===== config.mk =====
export PLATFORM = sky130hd
export DESIGN_NAME = hbridge_cmd_decoder
export DESIGN_NICKNAME = d
export VERILOG_FILES = /design/src/rtl/hbridge_cmd_decoder.sv
export SDC_FILE = /design/constraint.sdc
export NUM_CORES = 1
export LEC_CHECK = 0
export ABC_CLOCK_PERIOD_IN_PS = 1900
export CAP_MARGIN = 15
export CORE_MARGIN = 1.5
export CORE_UTILIZATION = 45
export CTS_BUF_LIST = sky130_fd_sc_hd__clkbuf_4 sky130_fd_sc_hd__clkbuf_8
export DETAILED_ROUTE_END_ITERATION = 8
export PLACE_DENSITY = 0.61
export RECOVER_POWER = 100
export SLEW_MARGIN = 20
export SYNTH_ARGS = -nofsm -noshare
export SYNTH_HDL_FRONTEND = slang
export SYNTH_SLANG_ARGS = --single-unit

===== constraint.sdc =====
create_clock -name clock -period 1.9 [get_ports clock]
set_input_delay 0.285 -clock clock [delete_from_list [all_inputs] [get_ports clock]]
set_output_delay 0.285 -clock clock [all_outputs]
set_load 0.005 [all_outputs]

===== src/rtl/hbridge_cmd_decoder.sv =====
`default_nettype none
// ============================================================================
//  Module      : hbridge_cmd_decoder
//  Description : Receives the 4-bit direction bus from the line-follower
//                controller, synchronises and debounces it, decodes it into
//                per-motor drive requests and runs one dead-time / soft-start
//                FSM per H-bridge channel (A and B) sharing one PWM counter.
//  Revision    : 1.0 - initial release
// ============================================================================
module hbridge_cmd_decoder #(
    parameter int CNT_W         = 8,
    parameter int DUTY_MAX      = 255,
    parameter int RAMP_STEP     = 8,
    parameter int DEAD_CYCLES   = 1000,
    parameter int STABLE_CYCLES = 4
) (
    input  logic       clock,
    input  logic       reset,
    input  logic [3:0] ctrl_in,
    input  logic       estop,
    output logic       ena_a,
    output logic       in1_a,
    output logic       in2_a,
    output logic       ena_b,
    output logic       in1_b,
    output logic       in2_b,
    output logic       code_err,
    output logic [1:0] state_a,
    output logic [1:0] state_b
);

    localparam int STAB_W = $clog2(STABLE_CYCLES);
    localparam int DEAD_W = $clog2(DEAD_CYCLES + 1);

    localparam logic [STAB_W-1:0] C_STAB_LAST = STAB_W'(STABLE_CYCLES - 1);
    localparam logic [DEAD_W-1:0] C_DEAD_LAST = DEAD_W'(DEAD_CYCLES - 1);
    localparam logic [CNT_W:0]    C_STEP_EXT  = (CNT_W+1)'(RAMP_STEP);
    localparam logic [CNT_W:0]    C_MAX_EXT   = (CNT_W+1)'(DUTY_MAX);
    localparam logic [CNT_W-1:0]  C_DUTY_MAX  = CNT_W'(DUTY_MAX);

    // Per-motor FSM states
    localparam logic [1:0] ST_OFF  = 2'b00;
    localparam logic [1:0] ST_DEAD = 2'b01;
    localparam logic [1:0] ST_RAMP = 2'b10;
    localparam logic [1:0] ST_RUN  = 2'b11;

    // Drive requests / latched directions
    localparam logic [1:0] REQ_OFF = 2'b00;
    localparam logic [1:0] DIR_FWD = 2'b01;
    localparam logic [1:0] DIR_REV = 2'b10;

    logic [3:0]        sync1_q, sync2_q;
    logic [3:0]        cand_q;
    logic [STAB_W-1:0] stab_q;
    logic [3:0]        cmd_q;
    logic              code_err_q;
    logic [CNT_W-1:0]  pwm_cnt_q;

    logic              illegal;
    logic              wrap;
    logic [1:0]        req [2];

    logic [1:0]        ena_v, in1_v, in2_v;
    logic [1:0]        state_v [2];

    // Two-flop synchroniser followed by a stability filter on the raw code
    always_ff @(posedge clock) begin
        if (reset) begin
            sync1_q <= '0;
            sync2_q <= '0;
            cand_q  <= '0;
            stab_q  <= '0;
            cmd_q   <= '0;
        end else begin
            sync1_q <= ctrl_in;
            sync2_q <= sync1_q;
            if (sync2_q != cand_q) begin
                cand_q <= sync2_q;
                stab_q <= '0;
            end else if (stab_q != C_STAB_LAST) begin
                stab_q <= stab_q + 1'b1;
            end else begin
                cmd_q <= cand_q;
            end
        end
    end

    // Decode the accepted code into per-motor requests; estop or a bad code coasts both
    always_comb begin
        case (cmd_q)
            4'b0000, 4'b1001, 4'b0110, 4'b0101, 4'b1010: illegal = 1'b0;
            default:                                     illegal = 1'b1;
        endcase
        req[0] = (estop || illegal) ? REQ_OFF : cmd_q[1:0];
        req[1] = (estop || illegal) ? REQ_OFF : {cmd_q[2], cmd_q[3]};
    end

    // Shared free-running PWM counter and registered illegal-code flag
    always_ff @(posedge clock) begin
        if (reset) begin
            pwm_cnt_q  <= '0;
            code_err_q <= 1'b0;
        end else begin
            pwm_cnt_q  <= pwm_cnt_q + 1'b1;
            code_err_q <= illegal;
        end
    end

    assign wrap = &pwm_cnt_q;

    generate
        for (genvar m = 0; m < 2; m++) begin : g_motor
            logic [1:0]        state_q, state_d;
            logic [1:0]        dir_q, dir_d;
            logic [DEAD_W-1:0] dcnt_q, dcnt_d;
            logic [CNT_W-1:0]  duty_q, duty_d;
            logic [CNT_W:0]    duty_sum;
            logic [CNT_W-1:0]  duty_sat;
            logic              ena_q, in1_q, in2_q;
            logic              ena_d, in1_d, in2_d;

            // State, direction, dead counter, duty and bridge output registers
            always_ff @(posedge clock) begin
                if (reset) begin
                    state_q <= ST_OFF;
                    dir_q   <= REQ_OFF;
                    dcnt_q  <= '0;
                    duty_q  <= '0;
                    ena_q   <= 1'b0;
                    in1_q   <= 1'b0;
                    in2_q   <= 1'b0;
                end else begin
                    state_q <= state_d;
                    dir_q   <= dir_d;
                    dcnt_q  <= dcnt_d;
                    duty_q  <= duty_d;
                    ena_q   <= ena_d;
                    in1_q   <= in1_d;
                    in2_q   <= in2_d;
                end
            end

            // Next state: dead time on every direction change, duty ramp at PWM wrap
            always_comb begin
                state_d  = state_q;
                dir_d    = dir_q;
                dcnt_d   = dcnt_q;
                duty_d   = duty_q;
                duty_sum = {1'b0, duty_q} + C_STEP_EXT;
                duty_sat = (duty_sum >= C_MAX_EXT) ? C_DUTY_MAX : duty_sum[CNT_W-1:0];
                case (state_q)
                    ST_OFF: begin
                        duty_d = '0;
                        if (req[m] != REQ_OFF) begin
                            dir_d   = req[m];
                            dcnt_d  = '0;
                            state_d = ST_DEAD;
                        end
                    end
                    ST_DEAD: begin
                        duty_d = '0;
                        if (req[m] == REQ_OFF) begin
                            state_d = ST_OFF;
                        end else if (req[m] != dir_q) begin
                            dir_d  = req[m];
                            dcnt_d = '0;
                        end else if (dcnt_q == C_DEAD_LAST) begin
                            state_d = ST_RAMP;
                        end else begin
                            dcnt_d = dcnt_q + 1'b1;
                        end
                    end
                    ST_RAMP, ST_RUN: begin
                        if (req[m] == REQ_OFF) begin
                            state_d = ST_OFF;
                            duty_d  = '0;
                        end else if (req[m] != dir_q) begin
                            dir_d   = req[m];
                            dcnt_d  = '0;
                            duty_d  = '0;
                            state_d = ST_DEAD;
                        end else if ((state_q == ST_RAMP) && wrap) begin
                            duty_d = duty_sat;
                            if (duty_sat == C_DUTY_MAX) begin
                                state_d = ST_RUN;
                            end
                        end
                    end
                    default: state_d = ST_OFF;
                endcase
            end

            // Bridge outputs: drive only in RAMP/RUN; an OFF request blanks them at once
            always_comb begin
                ena_d = 1'b0;
                in1_d = 1'b0;
                in2_d = 1'b0;
                if ((req[m] != REQ_OFF) && ((state_q == ST_RAMP) || (state_q == ST_RUN))) begin
                    ena_d = (pwm_cnt_q < duty_q);
                    in1_d = (dir_q == DIR_FWD);
                    in2_d = (dir_q == DIR_REV);
                end
            end

            assign ena_v[m]   = ena_q;
            assign in1_v[m]   = in1_q;
            assign in2_v[m]   = in2_q;
            assign state_v[m] = state_q;
        end
    endgenerate

    assign ena_a    = ena_v[0];
    assign in1_a    = in1_v[0];
    assign in2_a    = in2_v[0];
    assign ena_b    = ena_v[1];
    assign in1_b    = in1_v[1];
    assign in2_b    = in2_v[1];
    assign state_a  = state_v[0];
    assign state_b  = state_v[1];
    assign code_err = code_err_q;

endmodule
`default_nettype wire


==> results of run 1 <==
==> per-layer routing <==
| metal | wire (um) | track usage [%] | vias to the layer above |
|---|---|---|---|
| met2 | 3830 | 31.4 | 43 |
| met1 | 3720 | 24.8 | 1498 |
| li1 | - | - | 1613 |
| met5 | 0 | 0 | - |
| met4 | 150 | 8.21 | 0 |
| met3 | 196 | 3.72 | 11 |
==> critical path: stages (launching register included) <==
cell,delay (ps)
dfxtp_2,360
xnor2_4,140
or3_4,400
or3b_4,430
nor4_4,280
xnor2_1,140
nor2_1,50
==> sequential cells by signal (all words and copies together) (netlist names), 2 cells and up <==
name / flops
cand_q: 4
cmd_q: 4
g_motor.dcnt_q: 20
g_motor.dir_q: 4
g_motor.duty_q: 16
pwm_cnt_q: 8
stab_q: 2
state_a: 2
state_b: 2
sync1_q: 4
sync2_q: 4
==> area by class of cell <==
class                      instances  area, um^2
multi-input combinational        314        2300
inverter                          19        71.3
fill                             697        3350
sequential                        77        1550
tap                              105         131
timing repair buffer              67         546
clock inverter                     7        65.1
clock buffer                       9         124
==> worst paths after layout <==
path / from / end / depth (start not counted)
worst min-delay path: sync1_q[3]$_SDFF_PP0_ / sync2_q[3]$_SDFF_PP0_ / 1
worst max-delay path: cmd_q[0]$_SDFFE_PP0P_ / g_motor[1].dcnt_q[9]$_SDFFE_PP0P_ / 6
worst max register to register: cmd_q[0]$_SDFFE_PP0P_ / g_motor[1].dcnt_q[9]$_SDFFE_PP0P_ / 6
worst min register to register: sync1_q[3]$_SDFF_PP0_ / sync2_q[3]$_SDFF_PP0_ / 1
==> placed cells by master (no fill, tap or decap), types with 4 or more instances in the layout <==
cell	synthesis	final
dfxtp_1	77	72
nor2_1	64	63
buf_4	3	50
nand2_1	29	28
ha_1	22	21
inv_1	19	18
a21oi_1	17	16
xor2_1	16	16
clkdlybuf4s50_1	0	16
xnor2_1	15	15
nor2b_1	14	14
nand3_1	12	10
nand4_1	9	9
nor3_1	19	9
clkbuf_8	0	9
o21ai_0	9	8
nor3_2	0	8
mux2i_1	8	8
nand2b_1	7	7
and3_1	7	6
nor4_4	1	5
a211oi_1	5	4
dfxtp_2	0	4
==> metrics by stage <==
step / power [uW] / area, um^2 / TNS, ps
after floorplan: 1780 / 3810 / -1690
after global placement: 1830 / 4380 / -4980
after detailed placement: 1840 / 4380 / -6030
after CTS: 3030 / 4660 / 0
after global routing: 3150 / 4790 / -179
final: 3010 / 4790 / 0
==> report_power, final <==
part / switching, uW / total, uW / leakage (uW) / internal, uW
combinational: 79.6 / 158 / 0.00112 / 78.7
clock: 692 / 1200 / 0.0000947 / 508
sequential: 12.4 / 1650 / 0.000626 / 1630
total: 784 / 3010 / 0.00184 / 2220
==> logic make-up (layout without fill, tap and decap cells) <==
| kind of cell | count (synthesis) | count (layout) |
|---|---|---|
| simple gates | 188 | 188 |
| flops | 77 | 77 |
| compound gates | 62 | 62 |
| xor+xnor | 33 | 33 |
| buf+inv | 32 | 102 |
| fa+ha+maj | 23 | 23 |
| mux | 8 | 8 |
==> what timing repair did <==
action                     4_1_cts  5_1_grt
setup endpoints to repair       16       23
setup buffers                    3        0
gates resized for setup         15       27
pin swaps                        9        3
==> results.yml, run 1 <==
power:
  leakagePower_uw: 0.00184
  power_density_nw_per_um2: 628
  worst_ir_drop_vdd_mv: 0.492
logic_synthesis:
  synthFlopType: "dfxtp_1"
  async_reset_ff_share_pct: 0
  yosysTopAreaCell: "dfxtp_1"
  yosysUniqueCellTypes: 59
  yosysTopAreaCellShare_pct: 41.2
  syn_inst: 423
  synth_edf_count: 0
  syn_area_per_cell_um2: 8.84
  synthMuxAreaShare_pct: 2.14
  synth-seq-cells: 77
  synth_xor_area_share_pct: 8.43
  synthTopCellsByCount: "77 x dfxtp_1, 64 x nor2_1, 29 x nand2_1"
  yosysWarningCount: 0
  synth-compound-area-share_pct: 11.0
  syn_nets: 452
  netlist_top_cells_area: "dfxtp_1 41%, ha_1 7.4%, nor2_1 6.4%, xor2_1 3.7%, xnor2_1 3.5%"
  post-synth-top-count-cell: "dfxtp_1"
  synthSimpleGateAreaFrac_pct: 25.6
  seq_area_frac_synth_pct: 41.2
  synthAdderAreaFrac_pct: 7.63
  synth_top_family_by_area: "simple AND/OR/NAND/NOR gates"
  synthesis.area_um2: 3740
clocking:
  cts.sinks: 77
  cts_tree: "done"
  clkSlewWorstSetupHoldPaths_ps: 90
  ctsHoldBuffers: 0
  htree_levels: 3
  cts_buffers: 9
  clkLatencyLatePin_ps: 360
  root_buffer: "clkbuf_8"
  clk_path_buf_depth: 2
worst_setup_path:
  r2r_setup_slack_ps: 10
  crit_type: "flip-flop to flip-flop"
  cp.arrival_ps: 2150
  cp-start-kind: "flip-flop"
  critPathCaptureType: "flip-flop"
  crit_fanout: 4
  crit_required_ps: 2160
global_route:
  grt_usage_pct: 19.3
  grt_pass1_wl_um: 13400
  grt_max_degree: 32
  grt_pass1_vias: 2956
  grt-ovfl-total: 0
  antenna_found_initial: 0
hold_path:
  hold_class: "flip-flop to flip-flop"
placement:
  place_inst: 579
  dpl_worst_slack_ps: -340
  io_buffer_count: 17
  gp_congestion: 0.825
  hpwl_um: 5640
floorplan:
  initial_core_util_pct: 46.0
  core_area_um2: 8130
  fp.dieH_um: 94.2
  fp.dieW_um: 94.2
  dieArea_um2: 8860
  core.rowCount: 33
  io_pins: 18
sta:
  slew_viol_final: 0
  fin_ws_ps: 10.5
  fin_crit_sh_pct: 99.4
  slew_headroom_pct: 72.7
  min_period_ps: 1890
  finalSetupViolations: 0
  rsz0062_at_grt: "yes"
  worst_slew_pin_slew_ps: 407
  final-hold-violation-count: 0
  whs_ps: 445
  clock.fmax_ghz: 0.529
  skew_ps: 8.48
detailed_routing:
  drtIter0Drc: 149
  route.detailed.drc: 0
  totalWireLength_um: 7900
  wl_per_cell_um: 13.2
  dr.pass1.iters: 4
  vias: 3165
  vias_per_cell: 5.29
  final_antenna_net_count: 0
status:
  status: "finished, final reports clean"
final_layout:
  post-route-util_pct: 58.8
  nets: 517
  fin_cells: 598
  antennaDiodeCount: 0
  drive_above_1_share_pct: 23.5
  area_delta_synth_final_pct: 28.0
run:
  maxCapViolCount: 0
Note: power is estimated with default switching activity, not from simulation.
==> run 2, diff against run 1 <==
--- a/config.mk
+++ b/config.mk
@@ -5,13 +5,13 @@
 export SDC_FILE = /design/constraint.sdc
 export NUM_CORES = 1
 export LEC_CHECK = 0
-export ABC_CLOCK_PERIOD_IN_PS = 1900
+export ABC_CLOCK_PERIOD_IN_PS = 2100
 export CAP_MARGIN = 15
 export CORE_MARGIN = 1.5
 export CORE_UTILIZATION = 45
 export CTS_BUF_LIST = sky130_fd_sc_hd__clkbuf_4 sky130_fd_sc_hd__clkbuf_8
 export DETAILED_ROUTE_END_ITERATION = 8
-export PLACE_DENSITY = 0.61
+export PLACE_DENSITY = 0.58
 export RECOVER_POWER = 100
 export SLEW_MARGIN = 20
 export SYNTH_ARGS = -nofsm -noshare
==> constraint.sdc (replaced) <==
create_clock -name clock -period 2.1 [get_ports clock]
set_input_delay 0.315 -clock clock [delete_from_list [all_inputs] [get_ports clock]]
set_output_delay 0.315 -clock clock [all_outputs]
set_load 0.005 [all_outputs]
==> results.yml, run 2 (synthesized netlist as in run 1, its figures left out) <==
global_route:
  grt_pass1_vias: 2730
  grt_usage_pct: 17.7
  grt_max_degree: 32
  antenna_found_initial: 0
  grt_pass1_wl_um: 12400
  grt-ovfl-total: 0
detailed_routing:
  vias: 2991
  route.detailed.drc: 0
  wl_per_cell_um: 12.5
  totalWireLength_um: 7210
  vias_per_cell: 5.18
  final_antenna_net_count: 0
  dr.pass1.iters: 4
  drtIter0Drc: 147
sta:
  min_period_ps: 1990
  clock.fmax_ghz: 0.502
  final-hold-violation-count: 0
  finalSetupViolations: 0
  whs_ps: 444
  fin_crit_sh_pct: 94.8
  skew_ps: 13.1
  rsz0062_at_grt: "no"
  slew_headroom_pct: 59.5
  fin_ws_ps: 109
  slew_viol_final: 0
  worst_slew_pin_slew_ps: 607
final_layout:
  area_delta_synth_final_pct: 17.9
  largest_registers: "g_motor.dcnt_q: 20 flops, g_motor.duty_q: 16 flops, pwm_cnt_q: 8 flops"
  regMostFlops: "g_motor.dcnt_q"
  drive_above_1_share_pct: 13.3
  layout_common_cells: "76 x dfxtp_1, 64 x nor2_1, 29 x nand2_1"
  final_common_cell: "dfxtp_1"
  antennaDiodeCount: 0
  nets: 497
  largest_reg_flops: 20
worst_setup_path:
  crit_top_cell: "nor2_1"
  cp-start-kind: "flip-flop"
  crit_required_ps: 2380
  crit_type: "flip-flop to flip-flop"
  crit_fanout: 8
  critPathSlowestCell: "or3b_2"
  max_stage_delay_ps: 480
  crit_chain: "clkbuf_2 -> or3b_2 -> nor2_1 -> o211ai_1 -> nand2b_1 -> a41o_1 -> nor2_1"
  worst-path-buf-inv: 1
  cp.arrival_ps: 2270
  critPathCaptureType: "flip-flop"
  cpLargestDelayFamily: "simple AND/OR/NAND/NOR gates"
floorplan:
  fp.dieH_um: 94.2
  dieArea_um2: 8860
  core_area_um2: 8130
  initial_core_util_pct: 46.0
  fp.dieW_um: 94.2
  io_pins: 18
  core.rowCount: 33
clocking:
  cts.sinks: 77
  htree_levels: 3
  cts_setup_buffers: 0
  clk_path_buf_depth: 2
  root_buffer: "clkbuf_8"
  clkSlewWorstSetupHoldPaths_ps: 80
  clkLatencyLatePin_ps: 340
  cts_tree: "done"
  cts_buffers: 9
placement:
  io_buffer_count: 17
  gp_congestion: 0.790
  dpl_worst_slack_ps: -201
  hpwl_um: 5380
power:
  worst_ir_drop_vdd_mv: 0.301
  leakagePower_uw: 0.00169
  power_density_nw_per_um2: 609
status:
  status: "finished, final reports clean"
hold_path:
  hold_class: "flip-flop to flip-flop"
run:
  maxCapViolCount: 0
## run 2: changes by cell type in the layout (fill, tap and decap cells not counted), moves of 4 or more
cell	before	now
dlygate4sd3_1	1	12
nor3_2	8	3
clkbuf_4	0	4
clkdlybuf4s50_1	16	5
nor3_1	9	16
nor4_4	5	1
dfxtp_1	72	76
buf_4	50	22
nor4_1	2	6
clkbuf_2	0	4
## run 2: per-layer routing
layer  up-vias  track usage, %  wire length, um
li1       1572               -                -
met1      1384            24.3             3770
met2        26            27.2             3170
met3         9            3.07              151
met4         0            7.46              122
met5         -               0                0
## run 2: final timing paths
| path | startpoint | to | slack, ps | cells past startpoint |
|---|---|---|---|---|
| worst min-delay path | sync1_q[2]$_SDFF_PP0_ | sync2_q[2]$_SDFF_PP0_ | 440 | 1 |
| worst min register to register | sync1_q[2]$_SDFF_PP0_ | sync2_q[2]$_SDFF_PP0_ | 440 | 1 |
| worst max-delay path | cmd_q[0]$_SDFFE_PP0P_ | g_motor[0].duty_q[5]$_SDFFE_PP0N_ | 110 | 7 |
| worst max register to register | cmd_q[0]$_SDFFE_PP0P_ | g_motor[0].duty_q[5]$_SDFFE_PP0N_ | 110 | 7 |
## run 2: stage by stage
| step | instances | utilization [%] | total power (uW) | cell area [um^2] | TNS, ps |
|---|---|---|---|---|---|
| 2_1_floorplan | 423 | - | 1610 | 3740 | -22.5 |
| 3_3_place_gp | 562 | 51.5 | 1650 | 4190 | -1800 |
| 3_5_place_dp | 562 | 51.5 | 1650 | 4190 | -2800 |
| 4_1_cts | 577 | 53.8 | 2720 | 4370 | 0 |
| 5_1_grt | 577 | 54.2 | 2810 | 4410 | 0 |
| 6_report | 577 | 54.2 | 2690 | 4410 | 0 |
## run 2: worst reg2reg max path: stages, from the launching register on
cell,delay (ps)
dfxtp_1,360
clkbuf_2,190
or3b_2,480
nor2_1,110
o211ai_1,170
nand2b_1,300
a41o_1,250
nor2_1,70
## run 2: area by class of cell
cell class	count	area (um^2)
Sequential cell	77	1540
Tap cell	105	131
Timing Repair Buffer	47	382
Clock buffer	10	131
Fill cell	762	3720
Clock inverter	5	52.6
Inverter	19	71.3
Multi-Input combinational cell	314	2100
## run 2: repair_timing
action,in CTS,in global routing
hold buffers,0,0
resized for setup,0,10
setup endpoints to repair,0,12
## run 2: power by group
group          internal (uW)  switching, uW  leakage [uW]
Sequential              1480           14.1      0.000624
Combinational           62.3           60.4      0.000970
Clock                    550            521     0.0000953
Total                   2090            595       0.00169
